==> src/rtl/axilite_slave_regfile.sv <==
`default_nettype none
// ============================================================================
// Module   : axilite_slave_regfile
// Purpose  : AXI4-Lite slave exposing NUM_REGS 32-bit read/write registers
//            with byte-strobe writes, SLVERR for out-of-range accesses and a
//            flat live view of every register.
// Ports    : s_axi_aclk / s_axi_aresetn  - clock, async active-low reset
//            s_axi_aw* / s_axi_w* / s_axi_b* - write address, data, response
//            s_axi_ar* / s_axi_r*          - read address, data
//            regs_o                        - live register contents,
//                                            register k at [32k+:32]
// Revision : 1.0 - initial release
// ============================================================================
module axilite_slave_regfile #(
   parameter int unsigned NUM_REGS    = 16,
   parameter logic [31:0] RESET_VALUE = 32'h0000_0000
) (
   input  logic                     s_axi_aclk,
   input  logic                     s_axi_aresetn,
   // write address channel
   input  logic [31:0]              s_axi_awaddr,
   input  logic [2:0]               s_axi_awprot,
   input  logic                     s_axi_awvalid,
   output logic                     s_axi_awready,
   // write data channel
   input  logic [31:0]              s_axi_wdata,
   input  logic [3:0]               s_axi_wstrb,
   input  logic                     s_axi_wvalid,
   output logic                     s_axi_wready,
   // write response channel
   output logic [1:0]               s_axi_bresp,
   output logic                     s_axi_bvalid,
   input  logic                     s_axi_bready,
   // read address channel
   input  logic [31:0]              s_axi_araddr,
   input  logic [2:0]               s_axi_arprot,
   input  logic                     s_axi_arvalid,
   output logic                     s_axi_arready,
   // read data channel
   output logic [31:0]              s_axi_rdata,
   output logic [1:0]               s_axi_rresp,
   output logic                     s_axi_rvalid,
   input  logic                     s_axi_rready,
   // register contents
   output logic [32*NUM_REGS-1:0]   regs_o
);

   // A single register still needs a 1-bit index; the range check keeps it 0.
   localparam int unsigned IDX_W      = (NUM_REGS > 1) ? $clog2(NUM_REGS) : 1;
   localparam logic [31:0] ADDR_LIMIT = 32'(4 * NUM_REGS);
   localparam logic [1:0]  RESP_OKAY   = 2'b00;
   localparam logic [1:0]  RESP_SLVERR = 2'b10;

   typedef enum logic {
      W_IDLE = 1'b0,
      W_RESP = 1'b1
   } wstate_t;

   typedef enum logic {
      R_IDLE = 1'b0,
      R_DATA = 1'b1
   } rstate_t;

   // ---------------------------------------------------------------------
   // Write side state
   // ---------------------------------------------------------------------
   wstate_t       wstate_q;
   logic          aw_held_q;
   logic          w_held_q;
   logic [31:0]   awaddr_q;
   logic [31:0]   wdata_q;
   logic [3:0]    wstrb_q;
   logic          bvalid_q;
   logic [1:0]    bresp_q;

   // ---------------------------------------------------------------------
   // Read side state
   // ---------------------------------------------------------------------
   rstate_t       rstate_q;
   logic          rvalid_q;
   logic [31:0]   rdata_q;
   logic [1:0]    rresp_q;

   // Protection bits carry no meaning for this block.
   logic          w_unused_ok;
   assign w_unused_ok = ^{s_axi_awprot, s_axi_arprot};

   // Readies come from registered state only, never from the valids.
   assign s_axi_awready = ~aw_held_q & (wstate_q == W_IDLE);
   assign s_axi_wready  = ~w_held_q  & (wstate_q == W_IDLE);
   assign s_axi_arready = (rstate_q == R_IDLE);

   assign s_axi_bvalid  = bvalid_q;
   assign s_axi_bresp   = bresp_q;
   assign s_axi_rvalid  = rvalid_q;
   assign s_axi_rdata   = rdata_q;
   assign s_axi_rresp   = rresp_q;

   logic aw_hs;
   logic w_hs;
   logic ar_hs;
   assign aw_hs = s_axi_awvalid & s_axi_awready;
   assign w_hs  = s_axi_wvalid  & s_axi_wready;
   assign ar_hs = s_axi_arvalid & s_axi_arready;

   // Commit fires on the edge that completes the second of AW/W (or both
   // together). Held halves come from the capture registers, fresh halves
   // straight from the bus.
   logic          commit;
   logic [31:0]   wr_addr;
   logic [31:0]   wr_data;
   logic [3:0]    wr_strb;
   logic          wr_in_range;
   logic [IDX_W-1:0] wr_idx;
   logic          wr_en;

   assign commit      = (aw_hs | aw_held_q) & (w_hs | w_held_q);
   assign wr_addr     = aw_held_q ? awaddr_q : s_axi_awaddr;
   assign wr_data     = w_held_q  ? wdata_q  : s_axi_wdata;
   assign wr_strb     = w_held_q  ? wstrb_q  : s_axi_wstrb;
   assign wr_in_range = (wr_addr < ADDR_LIMIT);
   assign wr_idx      = wr_addr[2 +: IDX_W];
   assign wr_en       = commit & wr_in_range;

   // ---------------------------------------------------------------------
   // Register array
   // ---------------------------------------------------------------------
   for (genvar k = 0; k < NUM_REGS; k++) begin : g_regs
      localparam logic [IDX_W-1:0] K_IDX = IDX_W'(k);
      logic [31:0] reg_q;

      always_ff @(posedge s_axi_aclk or negedge s_axi_aresetn) begin
         if (!s_axi_aresetn) begin
            reg_q <= RESET_VALUE;
         end else if (wr_en && (wr_idx == K_IDX)) begin
            for (int b = 0; b < 4; b++) begin
               if (wr_strb[b]) begin
                  reg_q[8*b +: 8] <= wr_data[8*b +: 8];
               end
            end
         end
      end

      assign regs_o[32*k +: 32] = reg_q;
   end

   // ---------------------------------------------------------------------
   // Write FSM
   // ---------------------------------------------------------------------
   always_ff @(posedge s_axi_aclk or negedge s_axi_aresetn) begin
      if (!s_axi_aresetn) begin
         wstate_q  <= W_IDLE;
         aw_held_q <= 1'b0;
         w_held_q  <= 1'b0;
         awaddr_q  <= 32'h0;
         wdata_q   <= 32'h0;
         wstrb_q   <= 4'h0;
         bvalid_q  <= 1'b0;
         bresp_q   <= RESP_OKAY;
      end else begin
         case (wstate_q)
            W_IDLE: begin
               if (commit) begin
                  aw_held_q <= 1'b0;
                  w_held_q  <= 1'b0;
                  bvalid_q  <= 1'b1;
                  bresp_q   <= wr_in_range ? RESP_OKAY : RESP_SLVERR;
                  wstate_q  <= W_RESP;
               end else begin
                  if (aw_hs) begin
                     aw_held_q <= 1'b1;
                     awaddr_q  <= s_axi_awaddr;
                  end
                  if (w_hs) begin
                     w_held_q <= 1'b1;
                     wdata_q  <= s_axi_wdata;
                     wstrb_q  <= s_axi_wstrb;
                  end
               end
            end
            W_RESP: begin
               if (s_axi_bready) begin
                  bvalid_q <= 1'b0;
                  wstate_q <= W_IDLE;
               end
            end
            default: begin
               wstate_q <= W_IDLE;
            end
         endcase
      end
   end

   // ---------------------------------------------------------------------
   // Read FSM
   // ---------------------------------------------------------------------
   logic                rd_in_range;
   logic [IDX_W-1:0]    rd_idx;
   logic [IDX_W+4:0]    rd_base;
   logic [31:0]         rd_word;

   assign rd_in_range = (s_axi_araddr < ADDR_LIMIT);
   assign rd_idx      = s_axi_araddr[2 +: IDX_W];
   assign rd_base     = {rd_idx, 5'b00000};
   // Sampled from the register outputs, so a same-edge commit is not seen.
   assign rd_word     = rd_in_range ? regs_o[rd_base +: 32] : 32'h0;

   always_ff @(posedge s_axi_aclk or negedge s_axi_aresetn) begin
      if (!s_axi_aresetn) begin
         rstate_q <= R_IDLE;
         rvalid_q <= 1'b0;
         rdata_q  <= 32'h0;
         rresp_q  <= RESP_OKAY;
      end else begin
         case (rstate_q)
            R_IDLE: begin
               if (ar_hs) begin
                  rdata_q  <= rd_word;
                  rresp_q  <= rd_in_range ? RESP_OKAY : RESP_SLVERR;
                  rvalid_q <= 1'b1;
                  rstate_q <= R_DATA;
               end
            end
            R_DATA: begin
               if (s_axi_rready) begin
                  rvalid_q <= 1'b0;
                  rstate_q <= R_IDLE;
               end
            end
            default: begin
               rstate_q <= R_IDLE;
            end
         endcase
      end
   end

endmodule
`default_nettype wire

==> config.mk <==
export PLATFORM = sky130hd
export DESIGN_NAME = axilite_slave_regfile
export DESIGN_NICKNAME = d
export VERILOG_FILES = /design/src/rtl/axilite_slave_regfile.sv
export SDC_FILE = /design/constraint.sdc
export NUM_CORES = 1
export LEC_CHECK = 0
export CELL_PAD_IN_SITES_DETAIL_PLACEMENT = 0
export CELL_PAD_IN_SITES_GLOBAL_PLACEMENT = 1
export CORE_ASPECT_RATIO = 0.6
export CORE_MARGIN = 8
export CORE_UTILIZATION = 42
export CTS_BUF_LIST = sky130_fd_sc_hd__clkbuf_16
export DETAILED_ROUTE_END_ITERATION = 8
export GPL_TIMING_DRIVEN = 1
export PLACE_DENSITY = 0.86
export RECOVER_POWER = 50
export SKIP_CTS_REPAIR_TIMING = 1
export SLEW_MARGIN = 20
export SYNTH_ARGS = -nofsm -noshare
export SYNTH_HDL_FRONTEND = slang
export SYNTH_SLANG_ARGS = --single-unit
==> constraint.sdc <==
create_clock -name s_axi_aclk -period 3.05 [get_ports s_axi_aclk]
set_input_delay 0.4575 -clock s_axi_aclk [delete_from_list [all_inputs] [get_ports s_axi_aclk]]
set_output_delay 0.4575 -clock s_axi_aclk [all_outputs]
set_load 0.005 [all_outputs]
==> reports/results.txt <==
worst reg-to-reg path cell count = 6
most instantiated library cell after synthesis = sky130_fd_sc_hd__dfrtp_1
most common flop cell mapped by yosys = sky130_fd_sc_hd__dfrtp_1
number of synthesized flops with an enable pin = 0
count of unresolved DRC violations after routing = 0
worst vdd rail ir drop = 0.475 mV
final setup fails = 0
Mapped Area = 28800 um2
wire length of the first global-routing pass = 154000 um
maximum clock insertion buffer count = 3
share of flip-flops with an asynchronous set or reset after synthesis = 1.00
cell at the root of the clock tree = sky130_fd_sc_hd__clkbuf_16
power density normalized to cell area = 490 nW/um2
count of TritonRoute iterations in the first routing pass = 5
final period demand of the worst path = 2.82 ns
PnR Total Power = 19.4 mW
clock network fraction of design power = 0.368
Hold Violations, Final = 0
total I/O pin count = 666
clock transition at the registers of the reported paths = 0.07 ns
internal power = 13.8 mW
highest clock rate = 354 MHz
maximum number of pins on one net before global-route repair = 108
H-Tree Depth = 2
FP Rows = 74
distinct cell type count after synthesis = 36
setup slack of the critical path after layout = 0.226 ns
Horiz. Die Dim = 354 um
DR vias/cell = 5.85
Relative slew margins = -0.0876
top cells by area in the synthesized netlist = sky130_fd_sc_hd__dfrtp_1 (54%), sky130_fd_sc_hd__mux2_2 (24%), sky130_fd_sc_hd__mux4_2 (10%)
share of the cycle needed by the critical path after routing = 0.926
LEAKAGE = 18.3 nW
vias in the first global route = 21600
pre-CTS setup slack = -0.0727 ns
detailed-route wire length = 105000 um
crit-path max FO = 49
endpoint of the worst-slack reg-to-reg timing path = g_regs[13].reg_q[10]
initial antenna violation count = 8
clock latency on the worst-skew pair = 0.62 ns
layout cells sized above 1 = 0.398
antenna violation net count after detailed routing = 0
Initial Util = 0.424
data arrival time of the worst path = 3.31 ns
Clock Sinks = 618
largest area contributor in the synthesized netlist = sky130_fd_sc_hd__dfrtp_1
synthesized area per cell = 16.0 um2
Final nets = 2661
Combinational Power Share = 0.170
transition time of the tightest slew-check pin = 1.63 ns
routed wirelength normalized by instance count = 30.0 um
flops & latches, synth = 618
startpoint kind of the worst setup timing path = register
number of maximum-capacitance violations = 3
Layout fillers = 5228
Crit. End Element = register
max-slew violation count = 44
Area growth syn-to-layout = 38.1%
die footprint = 77400 um2
required time at the worst-slack endpoint = 3.54 ns
all-layer global routing usage = 0.263
number of warning messages in the yosys log = 0
number of buffers inserted during clock tree synthesis = 58
unrepaired setup endpoints after global routing = no
count of buffers inserted at the top-level ports = 653
gr ovfl total = 0
TritonCTS clock tree = built
count of vias placed by the detailed router = 20500
net switching share of the total power = 0.290
net switching power = 5.65 mW
detailed router's first-iteration violation count = 1774
area share of the leading cell type in the synthesized netlist = 0.538
sequential fraction of design power = 0.462
Min-Delay Path Class = input pin to asynchronous set/reset pin
floorplan core area = 67900 um2
Post-Synthesis Cells = 1801
final estimated routing congestion in global placement = 0.891
Setup Crit Path Kind = register to register
violations in the final reports = max-capacitance violations, max-slew violations
Seq/Total Area, Yosys = 0.538
cell types with the highest counts after synthesis = sky130_fd_sc_hd__dfrtp_1 (618), sky130_fd_sc_hd__mux2_2 (607), sky130_fd_sc_hd__mux4_2 (128)
status = finished with violations
Hold WS = 0.432 ns
die outline height = 219 um
clock tree skew after final layout = 0.0292 ns
launch point of the worst reg-to-reg path = aw_held_q
register-to-register setup slack = 0.23 ns
final HPWL from detailed placement = 77200 um
==> cells in the final DEF, fill, tap and decap left out, types with 4 or more instances in the layout <==
cell type	n
sky130_fd_sc_hd__dfrtp_1	617
sky130_fd_sc_hd__mux2_2	607
sky130_fd_sc_hd__clkdlybuf4s50_1	414
sky130_fd_sc_hd__dlygate4sd3_1	237
sky130_fd_sc_hd__mux4_2	128
sky130_fd_sc_hd__buf_4	84
sky130_fd_sc_hd__a22oi_1	64
sky130_fd_sc_hd__clkbuf_16	61
sky130_fd_sc_hd__nand2_1	59
sky130_fd_sc_hd__buf_12	58
sky130_fd_sc_hd__a2111oi_4	48
sky130_fd_sc_hd__a22o_1	32
sky130_fd_sc_hd__inv_1	23
sky130_fd_sc_hd__o2111ai_1	16
sky130_fd_sc_hd__nor4_1	15
sky130_fd_sc_hd__clkinv_2	14
sky130_fd_sc_hd__clkbuf_1	13
sky130_fd_sc_hd__clkinv_1	10
sky130_fd_sc_hd__nor2_1	9
sky130_fd_sc_hd__o21ai_0	7
sky130_fd_sc_hd__diode_2	6
sky130_fd_sc_hd__nor2b_1	6
sky130_fd_sc_hd__nor3_1	5
sky130_fd_sc_hd__mux2_1	5
sky130_fd_sc_hd__nand3b_1	4
sky130_fd_sc_hd__or2_2	4
sky130_fd_sc_hd__a21oi_1	4
sky130_fd_sc_hd__bufinv_16	4
==> critical path, cell delays in order (launching register included) <==
cell	delay (ns)
sky130_fd_sc_hd__dfrtp_1	0.67
sky130_fd_sc_hd__nand3b_1	0.19
sky130_fd_sc_hd__or3_4	0.41
sky130_fd_sc_hd__buf_12	0.28
sky130_fd_sc_hd__a2111oi_4	0.48
sky130_fd_sc_hd__buf_4	0.25
sky130_fd_sc_hd__mux2_2	0.35
==> layer usage <==
metal,vias to the layer above,GRT usage,part of all wire
li1,8442,-,-
met1,11000,0.352,0.41
met2,963,0.421,0.47
met3,170,0.0751,0.090
met4,4,0.0686,0.024
met5,-,0,0.00022
==> final cells by class <==
class,count,area (um2),area share
clock inverters,44,303,0.00763
flip-flops and latches,618,15500,0.390
repair buffers,815,8440,0.212
multi-input cells,1045,12800,0.322
diodes,6,15.0,0.000378
clock buffers,61,1530,0.0384
inverters,10,37.5,0.000945
well taps,912,1140,0.0287
==> per-stage QoR <==
step / util / std cells / TNS [ns] / instance area, um2
final: 0.585 / 3511 / 0 / 39700
after global routing: 0.585 / 3510 / 0 / 39700
after CTS: 0.586 / 3504 / 0 / 39800
after detailed placement: 0.559 / 3399 / -2.92 / 38000
after global placement: 0.559 / 3399 / -6.61 / 38000
after floorplan: - / 1802 / 0 / 28800
==> power groups by stage <==
stage	combinational (mW)	clock, mW	sequential [mW]
after floorplan	2.01	0	9.01
after global placement	3.22	0	9.08
after detailed placement	3.32	0	9.13
after CTS	3.34	7.29	8.98
after global routing	3.56	7.61	9.04
final	3.30	7.15	8.99
==> cell families after synthesis <==
kind of cell,Yosys count,share of synthesized area
multiplexers,740,0.340
flip-flops,618,0.538
AO/OA/AOI/OAI,179,0.0815
buffers and inverters,139,0.0199
AND/OR/NAND/NOR,124,0.0206
other,1,0.000130
==> worst max path at each step <==
stage	startpoint	endpoint	slack [ns]	cells after the start
final	aw_held_q	g_regs[13].reg_q[10]	0.23	6
after detailed placement	s_axi_awaddr[27]	g_regs[3].reg_q[31]	-0.07	7
after global routing	awaddr_q[23]	g_regs[12].reg_q[10]	0.11	7
after global placement	s_axi_awaddr[21]	g_regs[3].reg_q[27]	-0.09	8
after CTS	w_held_q	s_axi_wready	0.17	4
after floorplan	s_axi_awaddr[27]	g_regs[8].reg_q[12]	0.32	7
==> flip-flops by register name (all words and copies together) (netlist names) <==
signal / cells
w_held_q: 1
aw_held_q: 1
wdata_q: 32
rstate_q: 1
s_axi_rresp: 1
awaddr_q: 30
s_axi_rvalid: 1
s_axi_bvalid: 1
wstrb_q: 4
s_axi_rdata: 32
s_axi_bresp: 1
wstate_q: 1
g_regs.reg_q: 512
Power figures use the tool's default switching activity.
